**config.mk**
```make
export PLATFORM = sky130hd
export DESIGN_NAME = sc130_i2c_reg_slave
export DESIGN_NICKNAME = d
export VERILOG_FILES = /design/src/rtl/sc130_i2c_reg_slave.sv
export SDC_FILE = /design/constraint.sdc
export NUM_CORES = 1
export LEC_CHECK = 0
export ABC_AREA = 1
export BUFFER_PORTS_ARGS = -buffer_cell sky130_fd_sc_hd__buf_4
export CAP_MARGIN = 10
export CORE_MARGIN = 2
export CORE_UTILIZATION = 59
export CTS_BUF_LIST = sky130_fd_sc_hd__clkbuf_8
export DETAILED_ROUTE_END_ITERATION = 12
export PLACE_DENSITY_LB_ADDON = 0.3
export SKIP_LAST_GASP = 1
export SLEW_MARGIN = 20
export SYNTH_ARGS = -nofsm -noshare
export SYNTH_HDL_FRONTEND = slang
export SYNTH_SLANG_ARGS = --single-unit
```
**constraint.sdc**
```tcl
create_clock -name clk -period 4.3 [get_ports clk]
set_input_delay 0.645 -clock clk [delete_from_list [all_inputs] [get_ports clk]]
set_output_delay 0.645 -clock clk [all_outputs]
set_load 0.05 [all_outputs]
```
**src/rtl/sc130_i2c_reg_slave.sv**
```systemverilog
`default_nettype none
// +--------------------------------------------------------------------------+
// | sc130_i2c_reg_slave : I2C slave bridging to a 16-bit-addressed register  |
// | file (2-byte pointer, burst write, sequential read). Revision: 1.0       |
// +--------------------------------------------------------------------------+
module sc130_i2c_reg_slave #(
  parameter logic [6:0] SLAVE_ADDR = 7'h30,
  parameter int         GLITCH_LEN = 3
) (
  input  logic        clk,
  input  logic        rst_n,
  input  logic        scl_in,
  input  logic        sda_in,
  output logic        sda_oe,
  output logic        reg_wr_en,
  output logic [15:0] reg_addr,
  output logic [7:0]  reg_wdata,
  output logic        reg_rd_en,
  input  logic [7:0]  reg_rdata,
  output logic        busy
);

  localparam int               CNT_W   = (GLITCH_LEN > 1) ? $clog2(GLITCH_LEN) : 1;
  localparam logic [CNT_W-1:0] CNT_MAX = CNT_W'(GLITCH_LEN - 1);

  typedef enum logic [3:0] {
    IDLE     = 4'd0,
    DEV      = 4'd1,
    DEV_ACK  = 4'd2,
    AH       = 4'd3,
    AH_ACK   = 4'd4,
    AL       = 4'd5,
    AL_ACK   = 4'd6,
    WDAT     = 4'd7,
    WDAT_ACK = 4'd8,
    RDAT     = 4'd9,
    MACK     = 4'd10
  } state_t;

  logic [1:0] pad_in;
  logic [1:0] filt;

  assign pad_in = {scl_in, sda_in};

  // Index 1 = SCL, index 0 = SDA; a level is accepted only after it has
  // differed from the filtered value for GLITCH_LEN consecutive samples.
  for (genvar i = 0; i < 2; i++) begin : g_filt
    logic [1:0]       sync_q, sync_d;
    logic [CNT_W-1:0] cnt_q, cnt_d;
    logic             lvl_q, lvl_d;

    always_comb begin
      sync_d = {sync_q[0], pad_in[i]};
      cnt_d  = '0;
      lvl_d  = lvl_q;
      if (sync_q[1] != lvl_q) begin
        if (cnt_q == CNT_MAX) lvl_d = sync_q[1];
        else                  cnt_d = cnt_q + 1'b1;
      end
    end

    always_ff @(posedge clk or negedge rst_n) begin
      if (!rst_n) begin
        sync_q <= 2'b11;
        cnt_q  <= '0;
        lvl_q  <= 1'b1;
      end else begin
        sync_q <= sync_d;
        cnt_q  <= cnt_d;
        lvl_q  <= lvl_d;
      end
    end

    assign filt[i] = lvl_q;
  end

  logic scl_f, sda_f;
  logic scl_p_q, sda_p_q;
  logic scl_rise, scl_fall, start_det, stop_det;

  assign scl_f     = filt[1];
  assign sda_f     = filt[0];
  assign scl_rise  = scl_f & ~scl_p_q;
  assign scl_fall  = ~scl_f & scl_p_q;
  assign start_det = scl_f & scl_p_q & sda_p_q & ~sda_f;
  assign stop_det  = scl_f & scl_p_q & ~sda_p_q & sda_f;

  state_t      state_q, state_d;
  logic [3:0]  bit_cnt_q, bit_cnt_d;
  logic [7:0]  sh_q, sh_d;
  logic [7:0]  ah_q, ah_d;
  logic        rw_q, rw_d;
  logic [15:0] ptr_q, ptr_d;
  logic [7:0]  wdata_q, wdata_d;
  logic        wr_en_q, wr_en_d;
  logic        rd_en_q, rd_en_d;
  logic        ld_q, ld_d;
  logic        sda_oe_q, sda_oe_d;
  logic        busy_q, busy_d;
  logic [7:0]  byte_in;

  assign byte_in = {sh_q[6:0], sda_f};

  always_comb begin
    state_d   = state_q;
    bit_cnt_d = bit_cnt_q;
    sh_d      = sh_q;
    ah_d      = ah_q;
    rw_d      = rw_q;
    ptr_d     = ptr_q;
    wdata_d   = wdata_q;
    wr_en_d   = 1'b0;
    rd_en_d   = 1'b0;
    ld_d      = rd_en_q;
    sda_oe_d  = sda_oe_q;
    busy_d    = busy_q;

    if (wr_en_q) ptr_d = ptr_q + 16'd1;
    // Read data arrives the clk after the request; present the MSB at once.
    if (ld_q && (state_q == RDAT)) begin
      sh_d     = reg_rdata;
      sda_oe_d = ~reg_rdata[7];
    end

    if (start_det) begin
      state_d   = DEV;
      bit_cnt_d = 4'd0;
      sda_oe_d  = 1'b0;
      busy_d    = 1'b1;
      ld_d      = 1'b0;
    end else if (stop_det) begin
      state_d   = IDLE;
      bit_cnt_d = 4'd0;
      sda_oe_d  = 1'b0;
      busy_d    = 1'b0;
      ld_d      = 1'b0;
    end else begin
      case (state_q)
        DEV, AH, AL, WDAT: begin
          if (scl_rise) begin
            sh_d      = byte_in;
            bit_cnt_d = bit_cnt_q + 4'd1;
            if (bit_cnt_q == 4'd7) begin
              case (state_q)
                DEV: begin
                  if (sh_q[6:0] == SLAVE_ADDR) begin
                    state_d = DEV_ACK;
                    rw_d    = sda_f;
                  end else begin
                    state_d   = IDLE;
                    bit_cnt_d = 4'd0;
                  end
                end
                AH: begin
                  ah_d    = byte_in;
                  state_d = AH_ACK;
                end
                AL: begin
                  ptr_d   = {ah_q, byte_in};
                  state_d = AL_ACK;
                end
                default: begin
                  wr_en_d = 1'b1;
                  wdata_d = byte_in;
                  state_d = WDAT_ACK;
                end
              endcase
            end
          end
        end

        // bit_cnt 8 = waiting for the fall that starts the ACK, 9 = ACK clocked.
        DEV_ACK, AH_ACK, AL_ACK, WDAT_ACK: begin
          if (scl_rise) begin
            bit_cnt_d = 4'd9;
          end else if (scl_fall) begin
            if (bit_cnt_q == 4'd8) begin
              sda_oe_d = 1'b1;
            end else begin
              sda_oe_d  = 1'b0;
              bit_cnt_d = 4'd0;
              case (state_q)
                DEV_ACK: begin
                  if (rw_q) begin
                    state_d = RDAT;
                    rd_en_d = 1'b1;
                  end else begin
                    state_d = AH;
                  end
                end
                AH_ACK:  state_d = AL;
                default: state_d = WDAT;
              endcase
            end
          end
        end

        RDAT: begin
          if (scl_rise) begin
            bit_cnt_d = bit_cnt_q + 4'd1;
          end else if (scl_fall) begin
            if (bit_cnt_q == 4'd8) begin
              state_d   = MACK;
              sda_oe_d  = 1'b0;
              bit_cnt_d = 4'd0;
            end else begin
              sh_d     = {sh_q[6:0], 1'b0};
              sda_oe_d = ~sh_q[6];
            end
          end
        end

        MACK: begin
          if (scl_rise) begin
            if (!sda_f) begin
              ptr_d     = ptr_q + 16'd1;
              bit_cnt_d = 4'd9;
            end else begin
              state_d = IDLE;
            end
          end else if (scl_fall && (bit_cnt_q == 4'd9)) begin
            state_d   = RDAT;
            rd_en_d   = 1'b1;
            bit_cnt_d = 4'd0;
          end
        end

        default: ;
      endcase
    end
  end

  always_ff @(posedge clk or negedge rst_n) begin
    if (!rst_n) begin
      scl_p_q   <= 1'b1;
      sda_p_q   <= 1'b1;
      state_q   <= IDLE;
      bit_cnt_q <= 4'd0;
      sh_q      <= 8'h00;
      ah_q      <= 8'h00;
      rw_q      <= 1'b0;
      ptr_q     <= 16'h0000;
      wdata_q   <= 8'h00;
      wr_en_q   <= 1'b0;
      rd_en_q   <= 1'b0;
      ld_q      <= 1'b0;
      sda_oe_q  <= 1'b0;
      busy_q    <= 1'b0;
    end else begin
      scl_p_q   <= scl_f;
      sda_p_q   <= sda_f;
      state_q   <= state_d;
      bit_cnt_q <= bit_cnt_d;
      sh_q      <= sh_d;
      ah_q      <= ah_d;
      rw_q      <= rw_d;
      ptr_q     <= ptr_d;
      wdata_q   <= wdata_d;
      wr_en_q   <= wr_en_d;
      rd_en_q   <= rd_en_d;
      ld_q      <= ld_d;
      sda_oe_q  <= sda_oe_d;
      busy_q    <= busy_d;
    end
  end

  assign sda_oe    = sda_oe_q;
  assign reg_wr_en = wr_en_q;
  assign reg_addr  = ptr_q;
  assign reg_wdata = wdata_q;
  assign reg_rd_en = rd_en_q;
  assign busy      = busy_q;

endmodule
`default_nettype wire

```
==> flow_summary.yaml, run 1 <==
run_status:
  status: "finished clean"
drt:
  drtIter0Drc: 490
  drt-wirelength-per-cell_um: 14.91
  ant_nets: 0
  routed_via_density: 5.702
  drc_errors: 0
  first_pass_iters: 6
  wl_um: 11170
  num_vias: 4271
pwr:
  sw_frac_of_total_pct: 49.73
  p_clk_share_pct: 18.5
  p_leak_nw: 2.495
  power_density_nw_per_um2: 557.7
  p_switching_mw: 1.330
  power_frac_comb_pct: 48.7
  seqPwrFrac_pct: 32.8
  ir_drop_v: 0.0004466
  power.total_mw: 2.674
  power.internal_mw: 1.344
placed_design:
  port_buffers: 39
  dp.cells: 733
  gp_congestion: 0.8996
  dpl.hpwl_um: 8112
setup_path:
  crit_path_max_fanout: 29
  crit_path_end_kind: "register"
  start_kind: "register"
  critPathArrivalTime_ns: 3.32
  critPathSlowestCell: "inv_1"
  critPathKind: "reg2reg"
  crit_buf_inv: 1
  cp.required_ns: 4.53
  crit_path_cell_trace: "ha_1 > nand3_1 > nand2_4 > inv_1 > nand2_1 > nor2_1 > o21ai_0 > o21ai_0 > nand2_1"
  crit_family: "simple AND/OR/NAND/NOR gates"
  r2r_slack_ns: 1.21
  cpPeakStageDelay_ns: 0.73
cts:
  ctsHoldBuffers: 0
  ctsResizeCount: 0
  cts_tree: "done"
  cts_sinks: 65
  clockRootBuffer: "clkbuf_8"
  cts_max_path_buffers: 2
  post_cts_buffers: 0
  clock_latency_ns: 0.35
  cts_inserted_buffers: 9
  path_clk_slew_ns: 0.08
  h-tree-depth: 3
timing:
  finClkSkew_ns: 0.009290
  rsz0062_at_grt: "false"
  relSlewSlack_pct: 35.85
  setup_viol: 0
  tightest_slew_ns: 0.9611
  tns_ns: 0
  maxSlewViolCount: 0
  hold_viol_final: 0
  max_freq_ghz: 0.3241
  fin_crit_ns: 3.086
  finalCritPeriodShare_pct: 71.77
die:
  ios: 40
  dieArea_um2: 7966
  die_w_um: 89.25
  start_util_pct: 60.08
  num_rows: 31
  die_y_um: 89.25
  core_um2: 7137
finish:
  nFillCells: 647
  syn_to_final_growth_pct: 11.82
  seq_area_um2: 1637
  finalNonFillerCells: 749
  nNetsFinal: 664
  antenna_cells: 0
  drive_gt1_share_pct: 14.77
  multi_input_area_um2: 2277
grt:
  grt_overflow: 0
  grt_max_degree: 66
  grt_pass1_vias: 3696
  track_usage_pct: 29.00
  grt_pass1_wl_um: 17840
  antenna_found_initial: 0
yosys:
  ys_warn_count: 0
  synth-seq-area-share_pct: 38.17
  syn_inst: 608
  postSynthAreaPerCell_um2: 7.052
  synthesis.nets: 627
  syn-cell-area_um2: 4288
  synth_seq_cells: 65
  ys_types: 42
min_path:
  hold_path_class: "in2async"
flow_run:
  max_cap_viol_count: 0
[synthesized netlist by cell type (all sizes together)]
cell type / number / area, um^2
a22oi: 2 / 15.01
clkbuf: 2 / 7.510
dfstp: 8 / 210.2
and2: 3 / 18.77
inv: 75 / 281.5
o22ai: 1 / 6.260
xor2: 5 / 43.79
mux2i: 1 / 10.01
nand3: 80 / 422.9
dfrtp: 57 / 1426
or2: 1 / 6.260
o21bai: 2 / 26.28
and3: 1 / 6.260
nand3b: 3 / 22.52
mux2: 1 / 11.26
o221ai: 2 / 17.52
nand4: 12 / 90.09
buf: 11 / 85.07
a31oi: 2 / 12.51
nand2: 205 / 797.0
o21ai: 48 / 270.3
nor3: 8 / 51.30
ha: 7 / 87.58
o31ai: 1 / 7.510
o211ai: 6 / 45.04
nor2: 54 / 240.2
a21oi: 5 / 25.02
a32oi: 1 / 8.760
xnor2: 4 / 35.03
[metrics by stage]
step                      util [%]  worst slack [ns]  hold WS (ns)  area [um^2]
after detailed placement     64.62             1.349        0.3488         4612
after CTS                    67.18             1.338        0.3614         4795
after global placement       64.62             1.489        0.3464         4612
after global routing         67.18            0.9922        0.3629         4795
after floorplan                  -             2.309        0.3452         4288
final                        67.18             1.214        0.3608         4795
[kinds of logic (layout without fill, tap and decap cells)]
family	Yosys count	in the layout	share of synthesized area (%)
buffers and inverters	88	130	8.725
DFF	65	65	38.17
adders and majority gates	7	7	2.043
AOI/OAI and AO/OA	70	70	10.13
muxes	2	2	0.4961
and+or+nand+nor	367	367	38.61
xor gates and xnor gates	9	9	1.838
[cell usage in the layout, fill, tap and decap left out, types with 4 or more instances in the layout]
master and count:
a21oi_1 5, buf_4 39, clkbuf_8 9, dfrtp_1 57, dfstp_2 8, ha_1 7
inv_1 70, inv_2 5, inv_6 4, nand2_1 200, nand3_1 77, nand4_1 11
nor2_1 47, nor2_4 4, nor3_1 7, o211ai_1 6, o21ai_0 40, o21ai_2 8
xnor2_1 4, xor2_1 5
[flip-flops by register name, summed over array words and instances (netlist names)]
| signal | cells |
|---|---|
| ah_q | 8 |
| bit_cnt_q | 4 |
| busy | 1 |
| g_filt.cnt_q | 4 |
| g_filt.lvl_q | 2 |
| g_filt.sync_q | 4 |
| ld_q | 1 |
| reg_addr | 16 |
| reg_rd_en | 1 |
| reg_wdata | 8 |
| reg_wr_en | 1 |
| rw_q | 1 |
| scl_p_q | 1 |
| sda_oe | 1 |
| sda_p_q | 1 |
| sh_q | 7 |
| state_q | 4 |
[layout make-up]
| class | count | share of cell area (%) |
|---|---|---|
| inverter | 75 | 5.872 |
| timing repair buffer | 39 | 6.106 |
| tap | 99 | 2.584 |
| clock inverter | 7 | 1.227 |
| clock buffer | 9 | 2.584 |
| sequential | 65 | 34.13 |
| multi-input combinational | 455 | 47.49 |
[power groups by stage]
| stage | registers [mW] | clock network (mW) | logic, mW |
|---|---|---|---|
| CTS | 0.876 | 0.501 | 1.28 |
| global placement | 0.878 | 0 | 1.25 |
| floorplan | 0.932 | 0 | 0.941 |
| finish | 0.877 | 0.493 | 1.30 |
| detailed placement | 0.887 | 0 | 1.28 |
| global route | 0.891 | 0.527 | 1.46 |
[metal layers]
metal	vias to the layer above	wire (um)	GRT usage [%]
met3	25	956	4.247
met5	-	0	0
met4	0	200	9.227
met2	226	5071	43.30
met1	1981	4938	43.64
li1	2039	-	-
[worst register-to-register path: stages, from the launching register on]
cell and delay, ns:
dfstp_2 0.40, ha_1 0.24, nand3_1 0.23, nand2_4 0.16, inv_1 0.74, nand2_1 0.58
nor2_1 0.33, o21ai_0 0.12, o21ai_0 0.10, nand2_1 0.07
[path summary, 6_finish.rpt]
check,start,to,depth (start not counted)
max,g_filt[1].lvl_q$_DFFE_PN1P_,reg_addr[7]$_DFF_PN0_,9
min,rst_n,reg_addr[15]$_DFF_PN0_,1
max reg2reg,g_filt[1].lvl_q$_DFFE_PN1P_,reg_addr[7]$_DFF_PN0_,9
min reg2reg,g_filt[0].sync_q[0]$_DFF_PN1_,g_filt[0].sync_q[1]$_DFF_PN1_,0
max in group asynchronous,rst_n,busy$_DFFE_PN0P_,1
min in group clk,g_filt[0].sync_q[0]$_DFF_PN1_,g_filt[0].sync_q[1]$_DFF_PN1_,0
Note: power is estimated with default switching activity, not from simulation.
==> inputs of run 2 (changes only) <==
--- a/config.mk
+++ b/config.mk
@@ -5,7 +5,7 @@
 export SDC_FILE = /design/constraint.sdc
 export NUM_CORES = 1
 export LEC_CHECK = 0
-export ABC_AREA = 1
+export ABC_AREA = 0
 export BUFFER_PORTS_ARGS = -buffer_cell sky130_fd_sc_hd__buf_4
 export CAP_MARGIN = 10
 export CORE_MARGIN = 2
==> constraint.sdc (replaced) <==
create_clock -name clk -period 3.2 [get_ports clk]
set_input_delay 0.48 -clock clk [delete_from_list [all_inputs] [get_ports clk]]
set_output_delay 0.48 -clock clk [all_outputs]
set_load 0.05 [all_outputs]
==> run 2 against run 1 <==
Core utilization grew 2.2 points. Clock skew is essentially flat. Non-clock buffer count grew 8. Via count shrank 23%. Cell area shrank 8.1%. Clock power grew 28%. Largest cell class unchanged. Highest routed layer unchanged.
==> flow_summary.yaml, run 2 <==
run_status:
  status: "finished clean"
cts:
  clockRootBuffer: "clkbuf_8"
  cts_max_path_buffers: 2
  cts_sinks: 65
  post_cts_buffers: 0
  ctsHoldBuffers: 0
  ctsResizeCount: 0
  clock_latency_ns: 0.34
  cts_tree: "done"
  cts_inserted_buffers: 9
  h-tree-depth: 3
  path_clk_slew_ns: 0.07
yosys:
  yosysMostFrequentCell: "dfrtp_1"
  postSynthAreaPerCell_um2: 9.911
  synth_edf_count: 0
  synth_seq_cells: 65
  ys_warn_count: 0
  synthesis.nets: 411
  yosysTopAreaCellShare_pct: 36.71
  synth_area_leaders: "dfrtp_1, dfstp_2, nand2_1"
  synthTopCellsByCount: "dfrtp_1, nand2_1, nor2_1, o21ai_0, a21oi_1"
  synth-seq-area-share_pct: 42.13
  synth_ff_type: "dfrtp_1"
  syn_inst: 392
  ys_types: 71
  yosysTopAreaCell: "dfrtp_1"
  async_flop_share_pct: 100.0
  syn-cell-area_um2: 3885
setup_path:
  crit_path_max_fanout: 19
  critPathArrivalTime_ns: 3.03
  crit_path_cell_trace: "nor4bb_1 > nand2_1 > mux2i_1 > nor2_1 > a31oi_1 > o22ai_1"
  cp.required_ns: 3.42
  timing.rr.start: "state_q[3]$_DFFE_PN0P_"
  worstRegToRegCells: 6
  critPathKind: "reg2reg"
  timing.rr.end: "sh_q[0]$_DFF_PN0_"
  r2r_slack_ns: 0.38
  cpPeakStageDelay_ns: 0.86
  start_kind: "register"
  crit_path_end_kind: "register"
  critPathSlowestCell: "nor4bb_1"
finish:
  antenna_cells: 0
  final_common_cell: "dfrtp_1"
  drive_gt1_share_pct: 23.38
  nNetsFinal: 446
  layout_common_cells: "dfrtp_1, buf_4, nand2_1"
  syn_to_final_growth_pct: 13.43
  largest_reg_flops: 16
placed_design:
  port_buffers: 39
  pre_cts_slack_ns: 0.5090
  gp_congestion: 0.8727
  dpl.hpwl_um: 6405
die:
  core_um2: 6350
  start_util_pct: 61.18
  die_w_um: 85.15
  num_rows: 29
  dieArea_um2: 7250
  die_y_um: 85.15
  ios: 40
grt:
  grt_max_degree: 66
  grt_pass1_wl_um: 15770
  grt_overflow: 0
  track_usage_pct: 28.05
  grt_pass1_vias: 3112
  antenna_found_initial: 0
drt:
  wl_um: 9499
  num_vias: 3281
  drc_errors: 0
  drtIter0Drc: 416
  drt-wirelength-per-cell_um: 18.66
  routed_via_density: 6.446
  first_pass_iters: 6
  ant_nets: 0
timing:
  relSlewSlack_pct: 38.94
  holdWs_ns: 0.2006
  tightest_slew_ns: 0.9036
  finalCritPeriodShare_pct: 87.99
  tns_ns: 0
  setup_viol: 0
  setup_slack_ns: 0.3844
  hold_viol_final: 0
  finClkSkew_ns: 0.009312
  rsz0062_at_grt: "false"
  fin_crit_ns: 2.816
  maxSlewViolCount: 0
  max_freq_ghz: 0.3552
pwr:
  power.total_mw: 3.342
  p_leak_nw: 2.008
  ir_drop_v: 0.0006009
  power_density_nw_per_um2: 758.5
flow_run:
  max_cap_viol_count: 0
min_path:
  hold_path_class: "in2async"
-- run 2: critical path: cells and delay by family, from the launching register on --
| kind | cells | cell delay (ns) |
|---|---|---|
| AO/OA/AOI/OAI | 2 | 0.25 |
| AND/OR/NAND/NOR | 3 | 1.43 |
| multiplexers | 1 | 0.33 |
| flip-flops | 1 | 0.68 |
-- run 2: power by group --
part           total [mW]  internal, mW  switching, mW
logic                1.32         0.599          0.725
registers            1.39          1.04          0.350
clock network       0.632         0.315          0.317
-- run 2: how the worst max path moves through the flow --
stage / slack (ns) / endpoint / from
5_1_grt: 0.21 / sh_q[0]$_DFF_PN0_ / state_q[3]$_DFFE_PN0P_
6_report: 0.38 / sh_q[0]$_DFF_PN0_ / state_q[3]$_DFFE_PN0P_
3_3_place_gp: 0.56 / sh_q[0]$_DFF_PN0_ / state_q[3]$_DFFE_PN0P_
4_1_cts: 0.47 / sh_q[0]$_DFF_PN0_ / state_q[3]$_DFFE_PN0P_
3_5_place_dp: 0.51 / sh_q[0]$_DFF_PN0_ / state_q[3]$_DFFE_PN0P_
2_1_floorplan: 0.83 / rw_q$_DFFE_PN0P_ / g_filt[1].lvl_q$_DFFE_PN1P_
-- run 2: area by class of cell --
| cell class | count | area [um^2] |
|---|---|---|
| clock buffers | 11 | 151.4 |
| clock inverters | 5 | 25.02 |
| fillers | 483 | 1943 |
| inverters | 9 | 33.78 |
| multi-input cells | 295 | 2111 |
| flip-flops and latches | 65 | 1637 |
| well taps | 77 | 96.34 |
| repair buffers | 47 | 352.8 |
-- run 2: logic make-up (layout without fill, tap and decap cells) --
logic type	after synthesis	count (layout)	synth area share, %
flops	65	65	42.13
fa+ha+maj	7	7	2.254
mux	32	32	9.726
compound gates	97	97	16.84
simple gates	132	132	19.26
buf+inv	32	72	3.704
xor+xnor	27	27	6.087
-- run 2: through the flow --
stage,instance area [um^2],instances,util (%)
after floorplan,3885,392,-
after global placement,4230,493,66.62
after detailed placement,4230,493,66.62
after CTS,4407,509,69.40
after global routing,4407,509,69.40
final,4407,509,69.40
-- run 2: metal layers --
layer	global-route usage, %	vias up	part of all wire (%)
met5	0	-	0
met4	14.57	0	3.5
met3	4.572	36	6.7
met2	42.83	166	47
met1	38.73	1587	43
li1	-	1492	-
==> inputs of run 3 (changes only) <==
==> constraint.sdc (replaced) <==
create_clock -name clk -period 3 [get_ports clk]
set_input_delay 0.45 -clock clk [delete_from_list [all_inputs] [get_ports clk]]
set_output_delay 0.45 -clock clk [all_outputs]
set_load 0.05 [all_outputs]
==> run 3 against run 2 <==
Via count is 0.73% lower. Global-route usage is 0.14 points lower. Critical path depth is 1 higher. Combinational power is 8% higher. Cell area is 1.4% higher. First-iteration DRC count is 27% lower. Register-to-register slack hardly changed. Flip-flop and latch count stayed put. Core utilization is 0.95 points higher. Non-clock buffer count is 1 higher. Clock power is 37% higher.
==> flow_summary.yaml, run 3 (same netlist as run 2, synthesis figures left out) <==
run_status:
  status: "finished clean"
cts:
  clock_latency_ns: 0.35
  path_clk_slew_ns: 0.07
  ctsHoldBuffers: 0
  clockRootBuffer: "clkbuf_8"
  cts_max_path_buffers: 2
  h-tree-depth: 3
  cts_tree: "done"
  ctsResizeCount: 0
  cts_inserted_buffers: 9
  post_cts_buffers: 0
  cts_sinks: 65
setup_path:
  r2r_slack_ns: 0.40
  cpPeakStageDelay_ns: 0.58
  start_kind: "register"
  crit_family: "simple AND/OR/NAND/NOR gates"
  critPathKind: "reg2reg"
  cp.required_ns: 3.23
  worstRegToRegCells: 7
  crit_path_max_fanout: 14
  cp.depth: 7
  critPathSlowestCell: "dfstp_2"
  critPathArrivalTime_ns: 2.84
  critPathLaunch: "g_filt[1].lvl_q$_DFFE_PN1P_"
  timing.rr.start: "g_filt[1].lvl_q$_DFFE_PN1P_"
  crit_path_end_kind: "register"
  timing.rr.end: "ah_q[7]$_DFFE_PN0P_"
  crit_path_cell_trace: "ha_1 > nor2b_1 > a31oi_1 > o311a_2 > nor4b_4 > nand4_4 > mux2_4"
  endpoint: "ah_q[7]$_DFFE_PN0P_"
  crit_buf_inv: 0
finish:
  syn_to_final_growth_pct: 14.98
  nNetsFinal: 447
  nFillCells: 464
  drive_gt1_share_pct: 23.61
  final_area_um2: 4467
  layout_common_cells: "dfrtp_1, buf_4, nand2_1"
  final_common_cell: "dfrtp_1"
  antenna_cells: 0
  largest_reg_flops: 16
  final_util_pct: 70.34
flow_run:
  max_cap_viol_count: 0
drt:
  num_vias: 3257
  wl_um: 9474
  drtIter0Drc: 304
  routed_via_density: 6.399
  first_pass_iters: 5
  drt-wirelength-per-cell_um: 18.61
  ant_nets: 0
  drc_errors: 0
pwr:
  p_leak_nw: 2.034
  ir_drop_v: 0.0006754
  power_density_nw_per_um2: 844.2
grt:
  antenna_found_initial: 0
  grt_pass1_vias: 3156
  grt_max_degree: 66
  track_usage_pct: 27.91
  grt_overflow: 0
  grt_pass1_wl_um: 15900
placed_design:
  port_buffers: 39
  place_area_um2: 4238
  gp_congestion: 0.9285
  dpl.hpwl_um: 6510
die:
  core_um2: 6350
  start_util_pct: 61.18
  num_rows: 29
  die_y_um: 85.15
  dieArea_um2: 7250
  die_w_um: 85.15
  ios: 40
timing:
  max_freq_ghz: 0.3840
  relSlewSlack_pct: 45.09
  rsz0062_at_grt: "false"
  tns_ns: 0
  hold_viol_final: 0
  finClkSkew_ns: 0.01255
  setup_viol: 0
  maxSlewViolCount: 0
  tightest_slew_ns: 0.8237
  fin_crit_ns: 2.604
  finalCritPeriodShare_pct: 86.82
min_path:
  hold_path_class: "in2async"
==> run 3: cell types whose count changed in the layout (fill, tap and decap cells not counted), sizes merged <==
cell	before	now
buf	47	48
clkinvlp	1	0
inv	11	10
clkinv	2	0
clkbuf	11	12
bufinv	0	2
==> run 3: area by class of cell <==
cell class,count,area (um^2),share of cell area [%]
timing repair buffer,48,360.3,8.067
inverter,9,33.78,0.7563
tap,77,96.34,2.157
multi-input combinational,295,2111,47.25
sequential,65,1637,36.64
clock buffer,12,165.2,3.697
clock inverter,3,63.81,1.429
==> run 3: worst register-to-register path: cells and delay by family (launching register included) <==
family,cells,cell delay [ns]
and+or+nand+nor,3,0.69
muxes,1,0.36
adders and majority gates,1,0.47
DFF,1,0.58
AOI/OAI and AO/OA,2,0.39
==> run 3: metrics by stage <==
stage                     power, mW  worst slack, ns  cells  hold slack, ns
after floorplan               2.468           0.6296    392          0.1544
after global placement        2.821           0.5034    494          0.3458
after detailed placement      2.875           0.4480    494          0.3511
after CTS                     3.753           0.4089    509          0.2030
after global routing          3.987           0.2171    509          0.1991
final                         3.771           0.3955    509          0.1766
==> run 3: metal layers <==
metal | vias up | share of wire (%) | global-route usage [%]
li1 | 1499 | - | -
met1 | 1578 | 45 | 40.94
met2 | 160 | 46 | 41.34
met3 | 20 | 7.7 | 5.447
met4 | 0 | 1.6 | 10.25
met5 | - | 0 | 0
==> run 3: worst min-delay path by stage <==
| stage | start | endpoint | slack (ns) | depth (start not counted) |
|---|---|---|---|---|
| detailed placement | g_filt[0].sync_q[0]$_DFF_PN1_ | g_filt[0].sync_q[1]$_DFF_PN1_ | 0.35 | 0 |
| global placement | g_filt[1].sync_q[0]$_DFF_PN1_ | g_filt[1].sync_q[1]$_DFF_PN1_ | 0.35 | 0 |
| finish | rst_n | bit_cnt_q[1]$_DFFE_PN0P_ | 0.18 | 1 |
| floorplan | rst_n | ah_q[0]$_DFFE_PN0P_ | 0.15 | 0 |
| CTS | sda_in | g_filt[0].sync_q[0]$_DFF_PN1_ | 0.20 | 1 |
| global route | sda_in | g_filt[0].sync_q[0]$_DFF_PN1_ | 0.20 | 1 |
==> run 3: power breakdown <==
group	internal, mW	leakage, nW	switching, mW	total [mW]
Combinational	0.635	1.07	0.792	1.43
Sequential	1.11	0.844	0.372	1.48
Clock	0.529	0.120	0.338	0.867
Total	2.27	2.03	1.50	3.77
